`src/rtl/elevator_pkg.sv`:
```
// elevator_pkg
// Shared definitions for the elevator scheduler: FSM state codes, car
// direction command codes, the default number of floors and the width of
// the floor number reported by the car.
package elevator_pkg;

  localparam int NUM_FLOORS_DEF = 8;
  localparam int FLOOR_W        = 3;

  typedef enum logic [2:0] {
    S_IDLE  = 3'd0,
    S_UP    = 3'd1,
    S_DOWN  = 3'd2,
    S_DOOR  = 3'd3,
    S_CLOSE = 3'd4,
    S_FAULT = 3'd5
  } sched_state_t;

  typedef enum logic [1:0] {
    UD_STOP = 2'b00,
    UD_UP   = 2'b01,
    UD_DOWN = 2'b10
  } updown_t;

endpackage

```
`src/rtl/elevator_call_logic.sv`:
```
// elevator_call_logic
// Purely combinational summary of the outstanding-call vector relative to
// the car's current floor.
// Ports:
//   pending    in  outstanding calls, one bit per floor
//   floor      in  current car floor
//   call_here  out a call is outstanding at the current floor
//   call_above out a call is outstanding at some floor above the car
//   call_below out a call is outstanding at some floor below the car
module elevator_call_logic import elevator_pkg::*; #(
  parameter int NUM_FLOORS = NUM_FLOORS_DEF
) (
  input  logic [NUM_FLOORS-1:0] pending,
  input  logic [FLOOR_W-1:0]    floor,
  output logic                  call_here,
  output logic                  call_above,
  output logic                  call_below
);

  logic [31:0] floor_ext;

  assign floor_ext = 32'(floor);

  // An out-of-range floor simply matches no bit; the scheduler faults on it.
  always_comb begin
    call_here  = 1'b0;
    call_above = 1'b0;
    call_below = 1'b0;
    for (int i = 0; i < NUM_FLOORS; i++) begin
      if (pending[i]) begin
        if (32'(i) == floor_ext) call_here  = 1'b1;
        if (32'(i) >  floor_ext) call_above = 1'b1;
        if (32'(i) <  floor_ext) call_below = 1'b1;
      end
    end
  end

endmodule

```
`src/rtl/elevator_scheduler.sv`:
```
// elevator_scheduler
// SCAN-style single-car scheduler: latches floor calls, drives the car
// up/down, runs the door dwell timer and a move watchdog, and latches a
// sticky fault on watchdog expiry or inconsistent car feedback.
// Ports:
//   clk, rst_n   clock, asynchronous active-low reset
//   call_req     level call buttons, one per floor
//   hold_req     door-hold button
//   floor        current floor reported by the car
//   door         car door feedback, 1 = open
//   updown       registered car command (00 stop, 01 up, 10 down)
//   door_open    registered door-open command
//   pending      registered outstanding-call vector
//   sched_state  current FSM state code
//   fault        registered sticky fault flag
//
// state   | meaning
// IDLE    | stopped, door closed, choosing the next direction
// UP      | travelling up, stops at the first floor with a call
// DOWN    | travelling down, stops at the first floor with a call
// DOOR    | door held open for the dwell time
// CLOSE   | door commanded shut, waiting for door feedback
// FAULT   | sticky halt, left only through reset
module elevator_scheduler import elevator_pkg::*; #(
  parameter int NUM_FLOORS   = NUM_FLOORS_DEF,
  parameter int DOOR_CYCLES  = 10,
  parameter int MOVE_TIMEOUT = 64
) (
  input  logic                  clk,
  input  logic                  rst_n,
  input  logic [NUM_FLOORS-1:0] call_req,
  input  logic                  hold_req,
  input  logic [FLOOR_W-1:0]    floor,
  input  logic                  door,
  output logic [1:0]            updown,
  output logic                  door_open,
  output logic [NUM_FLOORS-1:0] pending,
  output logic [2:0]            sched_state,
  output logic                  fault
);

  localparam int DOOR_W = $clog2(DOOR_CYCLES + 1);
  localparam int MOVE_W = $clog2(MOVE_TIMEOUT + 1);
  localparam logic [DOOR_W-1:0] DOOR_LOAD = DOOR_W'(DOOR_CYCLES - 1);
  localparam logic [MOVE_W-1:0] MOVE_LOAD = MOVE_W'(MOVE_TIMEOUT - 1);
  localparam logic [31:0]       TOP_FLOOR = 32'(NUM_FLOORS - 1);

  sched_state_t state, next_state;

  logic                  run_en;
  logic [FLOOR_W-1:0]    floor_q;
  logic                  dir_up;
  logic [DOOR_W-1:0]     door_cnt;
  logic [MOVE_W-1:0]     move_tmr;

  logic [31:0]           floor_ext;
  logic                  floor_valid;
  logic                  floor_chg;
  logic                  moving;
  logic [NUM_FLOORS-1:0] here_mask;
  logic [NUM_FLOORS-1:0] set_mask;
  logic [NUM_FLOORS-1:0] clear_mask;
  logic                  call_req_here;
  logic                  door_reload;
  logic                  call_here, call_above, call_below;

  elevator_call_logic #(.NUM_FLOORS(NUM_FLOORS)) u_call_logic (
    .pending    (pending),
    .floor      (floor),
    .call_here  (call_here),
    .call_above (call_above),
    .call_below (call_below)
  );

  assign floor_ext   = 32'(floor);
  assign floor_valid = (floor_ext < 32'(NUM_FLOORS));
  assign floor_chg   = (floor != floor_q);
  assign moving      = (state == S_UP) || (state == S_DOWN);
  assign sched_state = state;

  always_comb begin
    here_mask = '0;
    for (int i = 0; i < NUM_FLOORS; i++) here_mask[i] = (32'(i) == floor_ext);
  end

  assign call_req_here = |(call_req & here_mask);
  assign door_reload   = hold_req | call_req_here;

  // Deassertion is retimed through one flop so the first state update lands
  // on the second rising edge after rst_n rises.
  always_ff @(posedge clk or negedge rst_n) begin
    if (!rst_n) run_en <= 1'b0;
    else        run_en <= 1'b1;
  end

  always_ff @(posedge clk or negedge rst_n) begin
    if (!rst_n)      state <= S_IDLE;
    else if (run_en) state <= next_state;
  end

  always_comb begin
    next_state = state;
    case (state)
      S_IDLE: begin
        if (call_here)                 next_state = S_DOOR;
        else if (dir_up && call_above) next_state = S_UP;
        else if (call_below)           next_state = S_DOWN;
        else if (call_above)           next_state = S_UP;
      end
      S_UP: begin
        if (floor_chg && call_here)                  next_state = S_DOOR;
        else if (floor_ext == TOP_FLOOR && !call_here) next_state = S_IDLE;
        else if (!floor_chg && move_tmr == '0)       next_state = S_FAULT;
      end
      S_DOWN: begin
        if (floor_chg && call_here)                  next_state = S_DOOR;
        else if (floor_ext == 32'd0 && !call_here)   next_state = S_IDLE;
        else if (!floor_chg && move_tmr == '0)       next_state = S_FAULT;
      end
      S_DOOR: begin
        if (!door_reload && door_cnt == '0) next_state = S_CLOSE;
      end
      S_CLOSE: begin
        if (door && call_req_here) next_state = S_DOOR;
        else if (!door)            next_state = S_IDLE;
      end
      S_FAULT: next_state = S_FAULT;
      default: next_state = S_FAULT;
    endcase
    if (!floor_valid || (door && moving)) next_state = S_FAULT;
  end

  // A call at the floor being entered as DOOR is already served, so the
  // clear wins; while the door is open at a floor its button only extends
  // the dwell and must not leave a stale call behind.
  assign clear_mask = (next_state == S_DOOR && state != S_DOOR) ? here_mask : '0;
  assign set_mask   = call_req & ~((state == S_DOOR) ? here_mask : '0);

  always_ff @(posedge clk or negedge rst_n) begin
    if (!rst_n) begin
      pending   <= '0;
      floor_q   <= '0;
      dir_up    <= 1'b1;
      door_cnt  <= '0;
      move_tmr  <= '0;
      updown    <= UD_STOP;
      door_open <= 1'b0;
      fault     <= 1'b0;
    end else if (run_en) begin
      floor_q <= floor;

      if (state != S_FAULT) pending <= (pending | set_mask) & ~clear_mask;

      if (next_state == S_UP)        dir_up <= 1'b1;
      else if (next_state == S_DOWN) dir_up <= 1'b0;

      if (next_state == S_DOOR && (state != S_DOOR || door_reload))
        door_cnt <= DOOR_LOAD;
      else if (state == S_DOOR && door_cnt != '0)
        door_cnt <= door_cnt - DOOR_W'(1);

      // Watchdog rests at its load value outside the move states so the
      // first move cycle already counts.
      if (moving) begin
        if (floor_chg)             move_tmr <= MOVE_LOAD;
        else if (move_tmr != '0)   move_tmr <= move_tmr - MOVE_W'(1);
      end else begin
        move_tmr <= MOVE_LOAD;
      end

      case (next_state)
        S_UP:    updown <= UD_UP;
        S_DOWN:  updown <= UD_DOWN;
        default: updown <= UD_STOP;
      endcase
      door_open <= (next_state == S_DOOR);
      fault     <= fault | (next_state == S_FAULT);
    end
  end

endmodule

```
`config.mk`:
```
export PLATFORM = sky130hd
export DESIGN_NAME = elevator_scheduler
export DESIGN_NICKNAME = d
export VERILOG_FILES = /design/src/rtl/elevator_pkg.sv /design/src/rtl/elevator_call_logic.sv /design/src/rtl/elevator_scheduler.sv
export SDC_FILE = /design/constraint.sdc
export NUM_CORES = 1
export LEC_CHECK = 0
export BUFFER_PORTS_ARGS = -buffer_cell sky130_fd_sc_hd__buf_2
export CAP_MARGIN = 20
export CORE_AREA = 2 2 75 77
export CTS_CLUSTER_SIZE = 8
export DETAILED_ROUTE_END_ITERATION = 10
export DIE_AREA = 0 0 77 79
export MAX_ROUTING_LAYER = met4
export SETUP_SLACK_MARGIN = 0.1
export SYNTH_ARGS = -nofsm -noshare
export SYNTH_HDL_FRONTEND = slang
export SYNTH_SLANG_ARGS = --single-unit
```
`constraint.sdc`:
```
create_clock -name clk -period 2.47 [get_ports clk]
set_input_delay 0.6175 -clock clk [delete_from_list [all_inputs] [get_ports clk]]
set_output_delay 0.6175 -clock clk [all_outputs]
set_load 0.03 [all_outputs]
```
; ---- Word-level counts from Yosys, hierarchy flattened
; Index checks and enable logic that the tools add are counted.
[op_classes]
shifts = 0
add_sub_neg = 2
reduce_logical = 31
eq_ne = 20
mul = 0
muxes = 72
div_mod_pow = 0
n_bitwise = 8
order_cmp = 17
[op_table]
columns = op, n
row1 = $mux 1, 50
row2 = $mux 3, 13
row3 = $logic_not 32->1, 1
row4 = $and 8x8->8, 3
row5 = $mux 7, 3
row6 = $mux 8, 2
row7 = $not 8->8, 2
row8 = $pmux 3 s5, 1
row9 = $eq 3x2->1 const B, 4
row10 = $eq 3x3->1 const A, 4
row11 = $gt 3x3->1 const A, 4
row12 = $lt 3x3->1 const A, 4
row13 = $logic_and 1x1->1, 11
row14 = $eq 3x3->1 const B, 3
row15 = $mux 4, 2
row16 = $or 8x8->8, 1
row17 = $reduce_and 2->1, 4
row18 = $reduce_or 8->1, 1
row19 = $logic_not 7->1, 1
row20 = $reduce_bool 7->1, 1
row21 = $sub 7x1->7 const B, 1
row22 = $eq 2x3->1 const A, 2
row23 = $eq 3x1->1 const B, 2
row24 = $gt 1x3->1 const A, 2
row25 = 17 further kinds, 28
[word_totals]
mem_count = 0
latchBits = 0
out_inout_bits = 15
reg_bits = 31
inputBits = 15
elab_cells = 160
mem_bits_rw = 0
romBits = 0

; ---- Logic depth before layout (Yosys ltp)
[logic_depth]
ltp_word = 28
depth_mapped = 11
mapped_depth_nobuf = 9

; ---- Modules after synthesis
; A second synthesis with hierarchy kept.
[unflattened]
hier_cells = 219
hier_area_um2 = 2021.9
[modules_own_cells]
columns = mod, area_each_um2, cells_each, instances
row1 = elevator_scheduler, 1825.5, 192, 1
row2 = elevator_call_logic, 196.4, 27, 1

; ---- Worst setup path after synthesis
; OpenSTA, ideal clock, no wires.
[synth_path]
path_kind = input port to flip-flop
startpoint = input port floor[0]
endpoint = register door_cnt[1]
path_buffers = 2
slack_ns = -0.272
path_stages = 10
t_arrival_ns = 2.617
path_cell_list = buf_6 > mux2_4 > a32o_1 > a221oi_2 > nor2_1 > nor4b_4 > a21oi_2 > and3_4 > buf_6 > mux2_4
[synth_between]
elab_chain_cells = 27
word_cells_on_any_way = 109
cone_classes = order compare: 17 / eq/ne: 10 / mux: 62 / bitwise: 2 / reduce/logical: 18
[synth_rtl]
columns = item, line
row1 = from (decl), elevator_scheduler.sv:33  ; input logic [FLOOR_W-1:0] floor,
row2 = $gt 1x3->1 or $logic_not 32->1 (tied branches), --
row3 = "$mux 1, on equally long branches", "elevator_call_logic.sv:32, elevator_call_logic.sv:31"
row4 = $mux 1, elevator_call_logic.sv:30  ; if (pending[i]) begin
row5 = "$mux 1, on equally long branches", "elevator_call_logic.sv:32, elevator_call_logic.sv:31"
row6 = $mux 1, elevator_call_logic.sv:30
row7 = "$mux 1, on equally long branches", "elevator_call_logic.sv:32, elevator_call_logic.sv:31"
row8 = $mux 1, elevator_call_logic.sv:30
row9 = "$mux 1, on equally long branches", "elevator_call_logic.sv:32, elevator_call_logic.sv:31"
row10 = [... 11 more ...], --
row11 = "$mux 3, on equally long branches", "elevator_scheduler.sv:106, elevator_scheduler.sv:112, elevator_scheduler.sv:117"
row12 = "$mux 3, on equally long branches", "elevator_scheduler.sv:105, elevator_scheduler.sv:111, elevator_scheduler.sv:116"
row13 = $pmux 3 s5, elevator_scheduler.sv:103  ; case (state)
row14 = $mux 3, elevator_scheduler.sv:130  ; if (!floor_valid || (door && moving)) next_state = S_FAULT;
row15 = $eq 3x2->1, elevator_scheduler.sv:157  ; if (next_state == S_DOOR && (state != S_DOOR || door_reload))
row16 = $logic_and 1x1->1 (*), elevator_scheduler.sv:157
row17 = $reduce_bool 2->1 (no line), --
row18 = $reduce_and 2->1 (no line), --
row19 = to (signal assigned), elevator_scheduler.sv:160  ; door_cnt <= door_cnt - DOOR_W'(1);
row20 = to (decl), elevator_scheduler.sv:53  ; logic [DOOR_W-1:0] door_cnt;
; Mark *: on every way between the ends. The rest lies on a longest branch, timed or not.
; A chain may end at the register's enable or synchronous reset.

; ---- Final worst setup path
[layout_path]
startpoint = input port floor[2]
endpoint = register door_cnt[1]
; Same word-level chain as after synthesis.

==> summary.txt <==
Run status
  – Status: finished clean

Run
  – Max-cap check violation count: 0

STA
  – Slew Viols, Final: 0
  – Max-slew headroom: 0.514
  – Final setup violation count: 0
  – Setup ws final: 37.1 ps
  – Setup Skew: 6.43 ps
  – Tmin final: 2430 ps
  – Worst slew pin tran: 728 ps
  – Fmax: 0.411 GHz
  – Final Hold Fails: 0
  – RSZ-0062 raised after global routing: yes
  – Final period util: 0.985
  – Hold slack final: 393 ps

Power
  – Switching Share: 0.397
  – Sw power: 0.000812 W
  – Sequential power share: 0.314
  – Internal power: 0.00123 W
  – Pwr dens: 701 nW/µm²
  – Comb pwr share: 0.503
  – Worst VDD drop: 0.417 mV
  – LEAKAGE: 1.21 nW
  – Clock power share: 0.183

Floorplanning
  – Core footprint: 5340 µm²
  – Die ar.: 6080 µm²
  – I/O pins: 30
  – Die Wd: 77 µm
  – Die H: 79 µm
  – Starting density of the core: 0.382
  – Cell Rows: 27

Setup path
  – Setup crit start kind: input pin
  – CP endpoint kind: flop
  – Delay of the slowest critical-path stage: 530 ps
  – Slowest cell on the critical path: or4_4
  – Crit-path leading delay family: simple AND/OR/NAND/NOR gates
  – Crit path kind: in2reg
  – Worst R2R End: door_cnt[1]$_DFFE_PN0P_
  – R2R cell count: 9
  – Worst Path Arrival: 2600 ps
  – Worst path bufs/invs: 1
  – Worst endpoint required time: 2630 ps
  – Crit-path cells: buf_2 > nor3_1 > and3b_1 > or4_4 > o2111a_1 > nor4b_4 > a21oi_2 > and3_4 > mux2_4
  – Setup slack, reg-to-reg: 40 ps
  – Reg2reg start: pending[6]$_DFFE_PN0P_
  – Critical Path Fanout Max: 5

Synth
  – Synth warnings: 0
  – Distinct cell type count of the synthesized netlist: 59
  – Top cells by area, synth: dfrtp_1, nand2_1, a31oi_1
  – Area leader, netlist: dfrtp_1
  – Top-area cell type share of the netlist area: 0.368
  – Mapped Area: 2040 µm²
  – Synthesized flop and latch total: 31
  – Async SR Flop Fraction: 1.00
  – Sequential area share after synthesis: 0.381
  – Most used DFF post-synth: dfrtp_1
  – EDFF count, synth: 0
  – Syn_area_per_cell: 8.98 µm²
  – Synthesized instance count: 227
  – Syn nets: 245

Drt
  – Drt wl/cell: 15.2 µm
  – Iter 0 DRT Violations: 69
  – Detailed Route WL: 5630 µm
  – Post-route ant nets: 0
  – DR vias/cell: 5.50
  – First-pass iteration count of the detailed router: 4
  – DRC: 0
  – Via count: 2041

Clock network
  – Clock-pin slew of the registers on the worst-case setup and hold paths: 60 ps
  – TritonCTS clock tree: done
  – H-tree depth: 2
  – CTS Buf Count: 5
  – Maximum clock insertion buffer count: 2
  – Root buffer cell: clkbuf_8
  – Worst-Skew Late Latency: 280 ps
  – Sink Count: 31

Final layout
  – Share of cells above drive strength 1: 0.441
  – Nets: 316
  – Final Util: 0.547
  – Area Overhead vs Synth: 43.2%
  – Area of the multi-input gates: 1340 µm²
  – Diode count: 0
  – Filler cells: 523
  – Flip-flop and latch area: 777 µm²

Place
  – Buffers on Ports: 29
  – Setup Slack @ Placement: -353 ps
  – Final GP Congestion: 0.820
  – Dpl hpwl: 4040 µm

Hold path
  – Hold/Removal Path Class: in2async

Global route
  – Pin count of the biggest net entering global routing: 32
  – Initial antenna violation count: 0
  – Total GRT Usage: 0.192
  – Grt ovf: 0
  – Vias in the first global route: 1912
  – First-pass GRT wire length: 9130 µm
[worst reg2reg max path: stages (launching register included)]
cell and delay, ps:
dfrtp_1 410, buf_4 150, mux2_4 260, a32o_2 280
a221oi_4 260, nor2_4 70, nor4b_4 300, a21oi_2 110
and3_4 210, mux2_4 290
[metrics by stage]
| stage | instances | power (W) | area [µm²] | TNS (ps) |
|---|---|---|---|---|
| global route | 371 | 0.00219 | 2920 | -29.6 |
| detailed placement | 354 | 0.00155 | 2580 | -5830 |
| floorplan | 227 | 0.00121 | 2100 | -1330 |
| global placement | 354 | 0.00155 | 2580 | -4950 |
| CTS | 364 | 0.00196 | 2720 | 0 |
| finish | 371 | 0.00205 | 2920 | 0 |
[placed cells by master (no fill, tap or decap), types with 2 or more instances in the layout]
cell,count
a21boi_0,2
a21oi_1,7
nor2_1,9
buf_6,5
nor3_1,5
nor3_2,2
mux2_2,5
xnor2_1,4
o21a_1,2
nand2b_1,6
xor2_1,2
clkbuf_8,5
nor4_1,4
a31oi_1,10
a41oi_2,7
inv_1,8
buf_2,27
a22oi_1,2
mux2_4,2
ha_1,3
and3_1,3
o21ai_0,6
o2bb2ai_1,2
clkbuf_1,2
nand3_1,12
mux2i_1,5
buf_4,47
xnor2_2,2
or4_4,2
a22o_1,2
dfrtp_1,30
nand2_1,25
nor2_2,3
and3_4,2
[worst max path at each step]
| stage | startpoint | depth (start not counted) | endpoint |
|---|---|---|---|
| after global placement | floor[0] | 11 | pending[3]$_DFFE_PN0P_ |
| after floorplan | floor[0] | 10 | door_cnt[1]$_DFFE_PN0P_ |
| after detailed placement | floor[0] | 10 | door_cnt[1]$_DFFE_PN0P_ |
| final | floor[2] | 9 | door_cnt[1]$_DFFE_PN0P_ |
| after CTS | floor[2] | 9 | door_cnt[1]$_DFFE_PN0P_ |
| after global routing | pending[6]$_DFFE_PN0P_ | 8 | door_cnt[1]$_DFFE_PN0P_ |
[cell families after synthesis]
group                    synth area share
flip-flops                          0.381
AND/OR/NAND/NOR                     0.236
AO/OA/AOI/OAI                       0.204
adder cells (fa/ha/maj)            0.0184
XOR/XNOR                           0.0344
multiplexers                       0.0669
buffers and inverters              0.0577
other                             0.00184
[layout make-up]
type	count	area share
Clock buffer	7	0.0261
Clock inverter	1	0.00171
Inverter	8	0.0103
Multi-Input combinational cell	170	0.458
Sequential cell	31	0.266
Tap cell	72	0.0309
Timing Repair Buffer	82	0.207
[power groups by stage]
stage / registers (W) / clock network, W / logic [W]
finish: 0.000643 / 0.000375 / 0.00103
global route: 0.000654 / 0.000413 / 0.00112
CTS: 0.000639 / 0.000393 / 0.000932
detailed placement: 0.000648 / 0 / 0.000905
global placement: 0.000647 / 0 / 0.000904
floorplan: 0.000734 / 0 / 0.000477
[sequential cells by signal, indices dropped and copies added, names as in the netlist]
name and count:
fault 1, run_en 1, move_tmr 7, pending 8, updown 2, floor_q 3
dir_up 1, sched_state 3, door_cnt 4, door_open 1
[what timing repair did]
action,4_1_cts,5_1_grt
gates cloned,0,1
buffers inserted,2,6
gates resized for setup,11,22
setup endpoints to repair,15,23
hold buffers,0,0
pin swaps,5,15
[Yosys cell counts (2+ instances only)]
library cell  count
nand2b_1          6
or3_1             2
nor4_1            5
nor2_1           13
mux2i_1           5
nor3_1            7
nand2_1          25
a22o_1            2
xnor2_1           6
buf_2             4
buf_1             3
ha_1              3
clkbuf_1          9
mux2_2            5
a21boi_0          2
dfrtp_1          30
a31oi_1          11
o21a_1            2
a41oi_1           7
a21oi_1           7
and3_1            4
xor2_1            2
mux2_4            2
a22oi_1           3
o21ai_0           6
buf_6             2
o31ai_1           2
o2bb2ai_1         2
nand3_1          13
inv_1             8
[layer usage]
metal / GRT usage / share of wire / up-vias
met5: - / 0 / -
li1: - / - / 985
met4: 0.0571 / 0.010 / 0
met1: 0.250 / 0.45 / 1001
met3: 0.0341 / 0.039 / 6
met2: 0.308 / 0.50 / 49
(Power assumes the default switching activity.)
